### src/rtl/d_ff_pipe.sv
// d_ff_pipe: elastic WIDTH x DEPTH valid/ready register pipeline (CLK,RST,FLUSH,D,in_valid->in_ready; Q,Qbar,out_valid<-out_ready; count)
module d_ff_pipe #(
  parameter int WIDTH = 8,
  parameter int DEPTH = 4
) (
  input  logic                         CLK,
  input  logic                         RST,
  input  logic                         FLUSH,
  input  logic [WIDTH-1:0]             D,
  input  logic                         in_valid,
  output logic                         in_ready,
  output logic [WIDTH-1:0]             Q,
  output logic [WIDTH-1:0]             Qbar,
  output logic                         out_valid,
  input  logic                         out_ready,
  output logic [$clog2(DEPTH+1)-1:0]   count
);
  localparam int CW = $clog2(DEPTH+1);
  logic [WIDTH-1:0] data_q [DEPTH];
  logic [WIDTH-1:0] data_d [DEPTH];
  logic [WIDTH-1:0] src_d [DEPTH];
  logic [DEPTH-1:0] vld_q, vld_d, src_v;
  logic rdy [DEPTH+1];
  logic [CW-1:0] count_q, count_d;
  logic in_xfer, out_xfer;
  assign rdy[DEPTH] = out_ready;
  for (genvar i = 0; i < DEPTH; i++) begin : g_rdy
    assign rdy[i] = !vld_q[i] | rdy[i+1];
  end
  assign in_ready  = RST | (rdy[0] & !FLUSH);
  assign in_xfer   = in_valid & rdy[0] & !FLUSH;
  assign out_xfer  = vld_q[DEPTH-1] & out_ready;
  assign Q         = data_q[DEPTH-1];
  assign Qbar      = ~data_q[DEPTH-1];
  assign out_valid = vld_q[DEPTH-1];
  assign count     = count_q;
  assign count_d   = count_q + CW'(in_xfer) - CW'(out_xfer);
  always_comb begin
    src_v[0] = in_valid;
    src_d[0] = D;
    for (int k = 1; k < DEPTH; k++) begin
      src_v[k] = vld_q[k-1];
      src_d[k] = data_q[k-1];
    end
    for (int k = 0; k < DEPTH; k++) begin
      vld_d[k]  = rdy[k] ? src_v[k] : vld_q[k];
      data_d[k] = (rdy[k] & src_v[k]) ? src_d[k] : data_q[k];
    end
  end
  always_ff @(posedge CLK) begin
    if (RST) begin
      vld_q   <= '0;
      count_q <= '0;
      for (int k = 0; k < DEPTH; k++) data_q[k] <= '0;
    end else if (FLUSH) begin
      vld_q   <= '0;
      count_q <= '0;
    end else begin
      vld_q   <= vld_d;
      data_q  <= data_d;
      count_q <= count_d;
    end
  end
endmodule

### config.mk
export PLATFORM = sky130hd
export DESIGN_NAME = d_ff_pipe
export DESIGN_NICKNAME = d
export VERILOG_FILES = /design/src/rtl/d_ff_pipe.sv
export SDC_FILE = /design/constraint.sdc
export NUM_CORES = 1
export LEC_CHECK = 0
export ABC_CLOCK_PERIOD_IN_PS = 4950
export BUFFER_PORTS_ARGS = -buffer_cell sky130_fd_sc_hd__buf_2
export CORE_MARGIN = 2
export CORE_UTILIZATION = 55
export CTS_CLUSTER_DIAMETER = 40
export DETAILED_ROUTE_END_ITERATION = 6
export HOLD_SLACK_MARGIN = 0.12
export PLACE_DENSITY_LB_ADDON = 0.3
export SYNTH_ARGS = -nofsm -noshare
export SYNTH_HDL_FRONTEND = slang
export SYNTH_SLANG_ARGS = --single-unit
### constraint.sdc
create_clock -name CLK -period 4.95 [get_ports CLK]
set_clock_uncertainty 0.2 [all_clocks]
set_input_delay 0.2475 -clock CLK [delete_from_list [all_inputs] [get_ports CLK]]
set_output_delay 0.2475 -clock CLK [all_outputs]
set_load 0.02 [all_outputs]
==> results of run 1 <==
cells by family (layout without fill, tap and decap cells):
family                   count (synthesis)  after routing
AO/OA/AOI/OAI                           54             54
XOR/XNOR                                 2              2
AND/OR/NAND/NOR                         60             60
multiplexers                             8              8
buffers and inverters                   34             63
flip-flops                              39             39
adder cells (fa/ha/maj)                  3              3
placed cells by master, fill, tap and decap left out, types with 2 or more instances in the layout:
| master | n |
|---|---|
| sky130_fd_sc_hd__inv_1 | 10 |
| sky130_fd_sc_hd__nor2b_1 | 4 |
| sky130_fd_sc_hd__nand2b_1 | 21 |
| sky130_fd_sc_hd__o21ai_1 | 24 |
| sky130_fd_sc_hd__a21oi_1 | 26 |
| sky130_fd_sc_hd__clkbuf_4 | 5 |
| sky130_fd_sc_hd__mux2i_1 | 8 |
| sky130_fd_sc_hd__and2_1 | 2 |
| sky130_fd_sc_hd__o21a_1 | 3 |
| sky130_fd_sc_hd__ha_1 | 2 |
| sky130_fd_sc_hd__nor3_1 | 2 |
| sky130_fd_sc_hd__dlygate4sd3_1 | 11 |
| sky130_fd_sc_hd__nand3_1 | 24 |
| sky130_fd_sc_hd__dfxtp_1 | 39 |
| sky130_fd_sc_hd__buf_2 | 33 |
power breakdown:
part | switching [uW] | internal (uW)
clock network | 102 | 119
logic | 17.4 | 18.5
registers | 3.00 | 318
total | 123 | 456
worst min path at each step:
stage / endpoint / slack (ns) / cells after the start
global route: vld_q[3] / 0.25 / 3
global placement: Q[7] / 0.26 / 2
CTS: vld_q[3] / 0.21 / 3
finish: vld_q[3] / 0.23 / 3
detailed placement: data_q[17] / 0.26 / 2
floorplan: vld_q[0] / 0.20 / 2
sequential cells by signal, indices dropped and copies added, names as in the netlist:
name / count
data_q: 24
vld_q: 4
count: 3
Q: 8
tightest hold or removal path, stage by stage:
cell and delay (ns):
sky130_fd_sc_hd__buf_2 0.13, sky130_fd_sc_hd__nor2b_1 0.15, sky130_fd_sc_hd__o21a_1 0.20
repair_timing:
action,4_1_cts,5_1_grt
hold buffers,11,0
hold endpoints to repair,11,0
endpoints found under the setup margin,0,0
per-stage QoR:
step	instances	hold WS, ns	util [%]	setup WS (ns)	cell area, um^2
floorplan	200	0.195	-	2.46	1740
global placement	254	0.256	60.2	2.19	1820
detailed placement	254	0.258	60.2	2.10	1820
CTS	273	0.214	66.7	2.00	2020
global route	273	0.248	66.7	1.81	2020
finish	273	0.230	66.7	2.02	2020
cell type report:
cell class                      count  area share [%]
Tap cell                           44            2.72
Clock inverter                      2            1.73
Multi-Input combinational cell    127            38.7
Sequential cell                    39            38.6
Timing Repair Buffer               44            13.6
Inverter                           11            2.04
Clock buffer                        6            2.54
synth_stat cells:
cell type	number
sky130_fd_sc_hd__and2_1	2
sky130_fd_sc_hd__xor2_1	1
sky130_fd_sc_hd__nor3_2	1
sky130_fd_sc_hd__mux2i_1	8
sky130_fd_sc_hd__fa_1	1
sky130_fd_sc_hd__o21a_1	3
sky130_fd_sc_hd__xnor2_1	1
sky130_fd_sc_hd__nor2_1	1
sky130_fd_sc_hd__a21oi_1	26
sky130_fd_sc_hd__buf_6	1
sky130_fd_sc_hd__or2_1	1
sky130_fd_sc_hd__nand3b_1	1
sky130_fd_sc_hd__and4b_4	1
sky130_fd_sc_hd__and3b_1	1
sky130_fd_sc_hd__nand3_1	24
sky130_fd_sc_hd__buf_4	9
sky130_fd_sc_hd__nor2b_1	4
sky130_fd_sc_hd__o21ai_1	24
sky130_fd_sc_hd__buf_1	3
sky130_fd_sc_hd__clkbuf_1	2
sky130_fd_sc_hd__nor3_1	2
sky130_fd_sc_hd__dfxtp_1	39
sky130_fd_sc_hd__inv_1	10
sky130_fd_sc_hd__a21oi_2	1
sky130_fd_sc_hd__nand4b_1	1
sky130_fd_sc_hd__buf_2	8
sky130_fd_sc_hd__ha_1	2
sky130_fd_sc_hd__nand2b_1	21
sky130_fd_sc_hd__inv_2	1
per-layer routing:
layer  vias up  GRT usage, %
met1       608          20.9
met2        32          34.2
li1        723             -
met5         -             0
met4         0          7.62
met3         5          6.49
==> run metrics, run 1 <==
Hold/Removal Path Class=input pin to flip-flop; fill cell instance count of the final layout=249; sequential-to-total area share from yosys stat=44.8%; critical path class=input pin to flip-flop; Critical Path Stages=13; number of standard cells after synthesis=200; outcome=complete, no violations; post-synthesis mux area share=4.60%; overall die height=60.3 um; sequential standard cell area=781 um^2; timing endpoint of the critical path=count[2]; dominant cell type by area after synthesis=sky130_fd_sc_hd__dfxtp_1; router iterations before antenna repair=4; largest net degree at the start of global routing=46; number of top-level pins=34; FF-to-FF setup slack=2.13 ns; met2 routed wirelength=1490 um; average instance area after synthesis=8.71 um^2; sum of buffers and inverters on the critical path=5; number of max-cap violations=0; number of distinct library cells after synthesis=29; area fraction of the dominant cell type after synthesis=44.8%; combinational family with the most area after synthesis=simple AND/OR/NAND/NOR gates; compound-gate portion of the synthesized area=16.2%; Hold Fails Final Rpt=0; Worst Reg2Reg Path Length in Cells=11; total half-perimeter wirelength after legalization and detailed placement=2200 um; growth of design area from synthesis to finish=16.0%; clock buffer count from CTS=5; Synth Area in Adders=2.59%; floorplan die area=0.00363 mm^2; effective utilization at floorplan=57.5%; worst skew pair latency=0.35 ns; start point of the critical path=FLUSH; cell area power density=286 mW/mm^2; Diodes inserted=0; clock tree from TritonCTS=yes; routed length on met3=149 um; initial drt markers=54; worst reg2reg startpoint=vld_q[2]; initial antenna violation count=0; vias in the first global route=1,227; Worst-path clk slew=0.10 ns; via count normalized by instance count=5.01; drt drc=0; Tcrit/Tclk final=59.3%; worst slew pin tran=0.684 ns; post-CTS sizing=0; worst reg2reg endpoint=count[2]; RD Place Congestion=0.771; peak per-stage delay on the critical path=0.53 ns; #FFs+latches synth=39; placeable core area=0.00303 mm^2; number of endpoints failing setup at the final stage=0; overall track demand over capacity in global routing=19.3%; CP top delay family=buffers and inverters; Mapped Area=0.00174 mm^2; Peak VDD IR=0.000233 V; Critical Path AT=2.95 ns; static power due to leakage=0.000753 uW; worst rel slew slack=54.4%; Design Power=579 uW; clk buf depth=2; worst-path cell with the longest stage delay=sky130_fd_sc_hd__dlygate4sd3_1; Die X-Extent=60.3 um; XOR/XNOR Fraction of Synth Area=1.01%; maximum net fanout on the critical path=12; # nets final=244; global route total overflow=0; setup TNS=0 ns; post-synth net total=216; total number of placement rows=20; WL met1=1430 um; CP startpoint kind=input pin; number of buffers inserted by post-CTS setup repair=0; final period demand of the worst path=2.93 ns; total length of routed wires=3120 um; required time of the worst setup path=4.96 ns; buffer type at the clock tree root=sky130_fd_sc_hd__clkbuf_4; number of buffers inserted by port buffering=33; Clock Sink Count=39; pins over their slew limit=0; antenna violation net count after detailed routing=0; total via count in the routed design=1,368; endpoint type of the worst setup path=flip-flop; post-DR wirelength/cell=11.4 um; top layer reached by signal wires=met4; Max Clock Freq=341 MHz; leading cell types by total area after synthesis=sky130_fd_sc_hd__dfxtp_1 (45%), sky130_fd_sc_hd__nand2b_1 (7.5%), sky130_fd_sc_hd__a21oi_1 (7.5%); list of cells traversed by the critical path=dlygate4sd3_1 -> buf_2 -> nand2b_1 -> a21oi_2 -> inv_2 -> ha_1 -> inv_1 -> ha_1 -> inv_1 -> fa_1 -> xor2_1 -> xnor2_1 -> nor3_1; basic-gate share of the synthesized area counting and, or, nand and nor cells=20.5%; wire length of the first global-routing pass=5110 um; layout cells sized above 1=19.7%; Multi-input gate area=782 um^2; setup repair after global routing missed its margin=false; count of warnings emitted by yosys=0; htree depth=2; startpoint of the lowest-slack hold path=out_ready
(Power assumes the default switching activity.)
==> run 2, diff against run 1 <==
--- a/config.mk
+++ b/config.mk
@@ -5,10 +5,10 @@
 export SDC_FILE = /design/constraint.sdc
 export NUM_CORES = 1
 export LEC_CHECK = 0
-export ABC_CLOCK_PERIOD_IN_PS = 4950
+export ABC_CLOCK_PERIOD_IN_PS = 2800
 export BUFFER_PORTS_ARGS = -buffer_cell sky130_fd_sc_hd__buf_2
 export CORE_MARGIN = 2
-export CORE_UTILIZATION = 55
+export CORE_UTILIZATION = 54
 export CTS_CLUSTER_DIAMETER = 40
 export DETAILED_ROUTE_END_ITERATION = 6
 export HOLD_SLACK_MARGIN = 0.12
==> constraint.sdc (replaced) <==
create_clock -name CLK -period 2.8 [get_ports CLK]
set_clock_uncertainty 0.2 [all_clocks]
set_input_delay 0.14 -clock CLK [delete_from_list [all_inputs] [get_ports CLK]]
set_output_delay 0.14 -clock CLK [all_outputs]
set_load 0.02 [all_outputs]
==> run 2 against run 1 <==
Final cell count grew 0.73%; die area grew 1.7%; wire length is essentially flat; combinational power grew 83%; worst hold slack lost 0.070 ns; setup slack lost 1.8 ns; clock power grew 44%; via count grew 0.88%; power grew 65%; flip-flop and latch count is the same; largest cell class unchanged.
==> run metrics, run 2 (synthesis results as in run 1) <==
effective utilization at floorplan=57.0% (-0.47 points); placeable core area=0.00305 mm^2 (+0.83%); Critical Path AT=2.57 ns (-0.38 ns); worst skew pair latency=0.34 ns (about the same); register with the most flip-flops=data_q; setup repair after global routing missed its margin=false; initial antenna violation count=0 (unchanged); max reg flops=24 (unchanged); worst-path cell with the longest stage delay=sky130_fd_sc_hd__dlygate4sd3_1; initial drt markers=18 (-67%); CP startpoint kind=input pin; cell area power density=472 mW/mm^2 (+65%); layout cells sized above 1=19.5% (-0.17 points); wire length of the first global-routing pass=5230 um (+2.4%); clock buffer count from CTS=5 (unchanged); drt drc=0 (unchanged); global route total overflow=0 (unchanged); setup TNS=0 ns (unchanged); clk buf depth=2 (unchanged); Worst-path clk slew=0.11 ns (about the same); post-DR wirelength/cell=11.3 um (-0.79%); Logic pwr share=6.9% (+0.7 points); share of total power in sequential cells=59.6% (+4.1 points); Hold/Removal Path Class=input pin to flip-flop; power spent charging and discharging nets=209 uW (+70%); floorplan die area=0.00370 mm^2 (+1.7%); Max Clock Freq=390 MHz; commonest non-fill, non-tap cell in the layout=sky130_fd_sc_hd__dfxtp_1; growth of design area from synthesis to finish=16.0% (unchanged); endpoint type of the worst setup path=flip-flop; commonest non-fill, non-tap cells in the layout=sky130_fd_sc_hd__dfxtp_1 (39), sky130_fd_sc_hd__buf_2 (33), sky130_fd_sc_hd__a21oi_1 (26); via count normalized by instance count=5.02 (+0.14%); pins over their slew limit=0 (unchanged); internal power=745 uW (+63%); total half-perimeter wirelength after legalization and detailed placement=2110 um (-4.2%); static power due to leakage=0.000753 uW (about the same); Peak VDD IR=0.000284 V (+21%); Clock Sink Count=39 (unchanged); critical path class=input pin to flip-flop; worst slew pin tran=0.700 ns (+0.0158 ns); total via count in the routed design=1,380 (+0.88%); switching share of total power=21.9% (+0.69 points); # nets final=246 (+0.82%); clock tree from TritonCTS=yes; number of max-cap violations=0 (unchanged); list of cells traversed by the critical path=dlygate4sd3_1 -> buf_2 -> and4b_4 -> a21oi_2 -> inv_2 -> ha_1 -> inv_1 -> ha_1 -> inv_1 -> fa_1 -> xor2_1 -> xnor2_1 -> nor3_1; maximum net fanout on the critical path=12 (unchanged); buffer type at the clock tree root=sky130_fd_sc_hd__clkbuf_4; overall die height=60.8 um (+0.85%); Diodes inserted=0 (unchanged); clock network fraction of design power=33.5% (-4.8 points); final period demand of the worst path=2.57 ns; total length of routed wires=3110 um (about the same); number of buffers inserted by port buffering=33 (unchanged); total number of placement rows=20 (unchanged); number of buffers inserted by post-CTS setup repair=0 (unchanged); number of endpoints failing setup at the final stage=0 (unchanged); overall track demand over capacity in global routing=19.2% (-0.094 points); Hold Fails Final Rpt=0 (unchanged); antenna violation net count after detailed routing=0 (unchanged); Tcrit/Tclk final=91.6%; number of top-level pins=34 (unchanged); outcome=complete, no violations; htree depth=2 (unchanged); cell area reported after detailed placement=0.00183 mm^2 (+0.41%); worst rel slew slack=53.4% (-1.1 points); required time of the worst setup path=2.81 ns (-2.15 ns); post-route cell area=0.00202 mm^2 (unchanged); largest net degree at the start of global routing=46 (unchanged); router iterations before antenna repair=4 (unchanged); vias in the first global route=1,230 (+0.24%); Die X-Extent=60.8 um (+0.85%); RD Place Congestion=0.775 (+0.58%); peak per-stage delay on the critical path=0.53 ns (about the same)
## run 2: cell count changes in the layout (fill, tap and decap cells not counted)
cell	before	now
sky130_fd_sc_hd__buf_4	0	1
sky130_fd_sc_hd__clkinv_2	1	0
sky130_fd_sc_hd__bufinv_16	1	0
sky130_fd_sc_hd__clkbuf_1	0	1
sky130_fd_sc_hd__dlygate4sd3_1	11	12
sky130_fd_sc_hd__clkbuf_8	1	2
## run 2: layer usage
layer  global-route usage [%]  share of wire (%)  routed length, um  vias up
li1                         -                  -                  -      732
met1                     21.0                 44               1360      603
met2                     33.6                 50               1550       40
met3                     4.69                5.0                156        5
met4                     10.9                1.4                 44        0
met5                        0                  0                  0        -
## run 2: worst paths after layout
| check | depth (start not counted) | end | startpoint | slack [ns] |
|---|---|---|---|---|
| worst min-delay path | 2 | data_q[20] | RST | 0.16 |
| worst max register to register | 11 | count[2] | vld_q[3] | 0.32 |
| worst min register to register | 2 | data_q[20] | data_q[28] | 0.27 |
| worst max-delay path | 13 | count[2] | out_ready | 0.23 |
## run 2: metrics by stage
step	hold WS (ns)	instances	setup WS, ns	power, uW	utilization [%]
detailed placement	0.208	255	0.331	633	60.0
floorplan	0.0876	200	0.306	619	-
global route	0.161	275	0.0701	997	66.2
CTS	0.137	275	0.243	961	66.2
finish	0.160	275	0.235	954	66.2
global placement	0.201	255	0.444	631	60.0
## run 2: critical path, delay by kind of cell
family                     cells  cell delay [ns]
adders and majority gates      3             0.71
AOI/OAI and AO/OA              1             0.09
buffers and inverters          5             0.83
and+or+nand+nor                2             0.48
xor gates and xnor gates       2             0.32
## run 2: final cells by class
type                    count  area, um^2
well taps                  44        55.1
repair buffers             46         293
multi-input cells         127         782
inverters                  11        41.3
fillers                   274        1030
flip-flops and latches     39         781
clock buffers               8        68.8
## run 2: power groups by stage
stage	Sequential (uW)	Combinational [uW]	Clock (uW)
after floorplan	580	38.6	0
after global placement	580	50.3	0
after detailed placement	581	52.9	0
after CTS	568	65.3	328
after global routing	569	72.4	355
final	568	65.8	320
## run 2: what timing repair did
item                                    CTS  global route
endpoints found under the hold margin    17             0
endpoints found under the setup margin    0             0
hold buffers                             12             0
resized for setup                         0             0
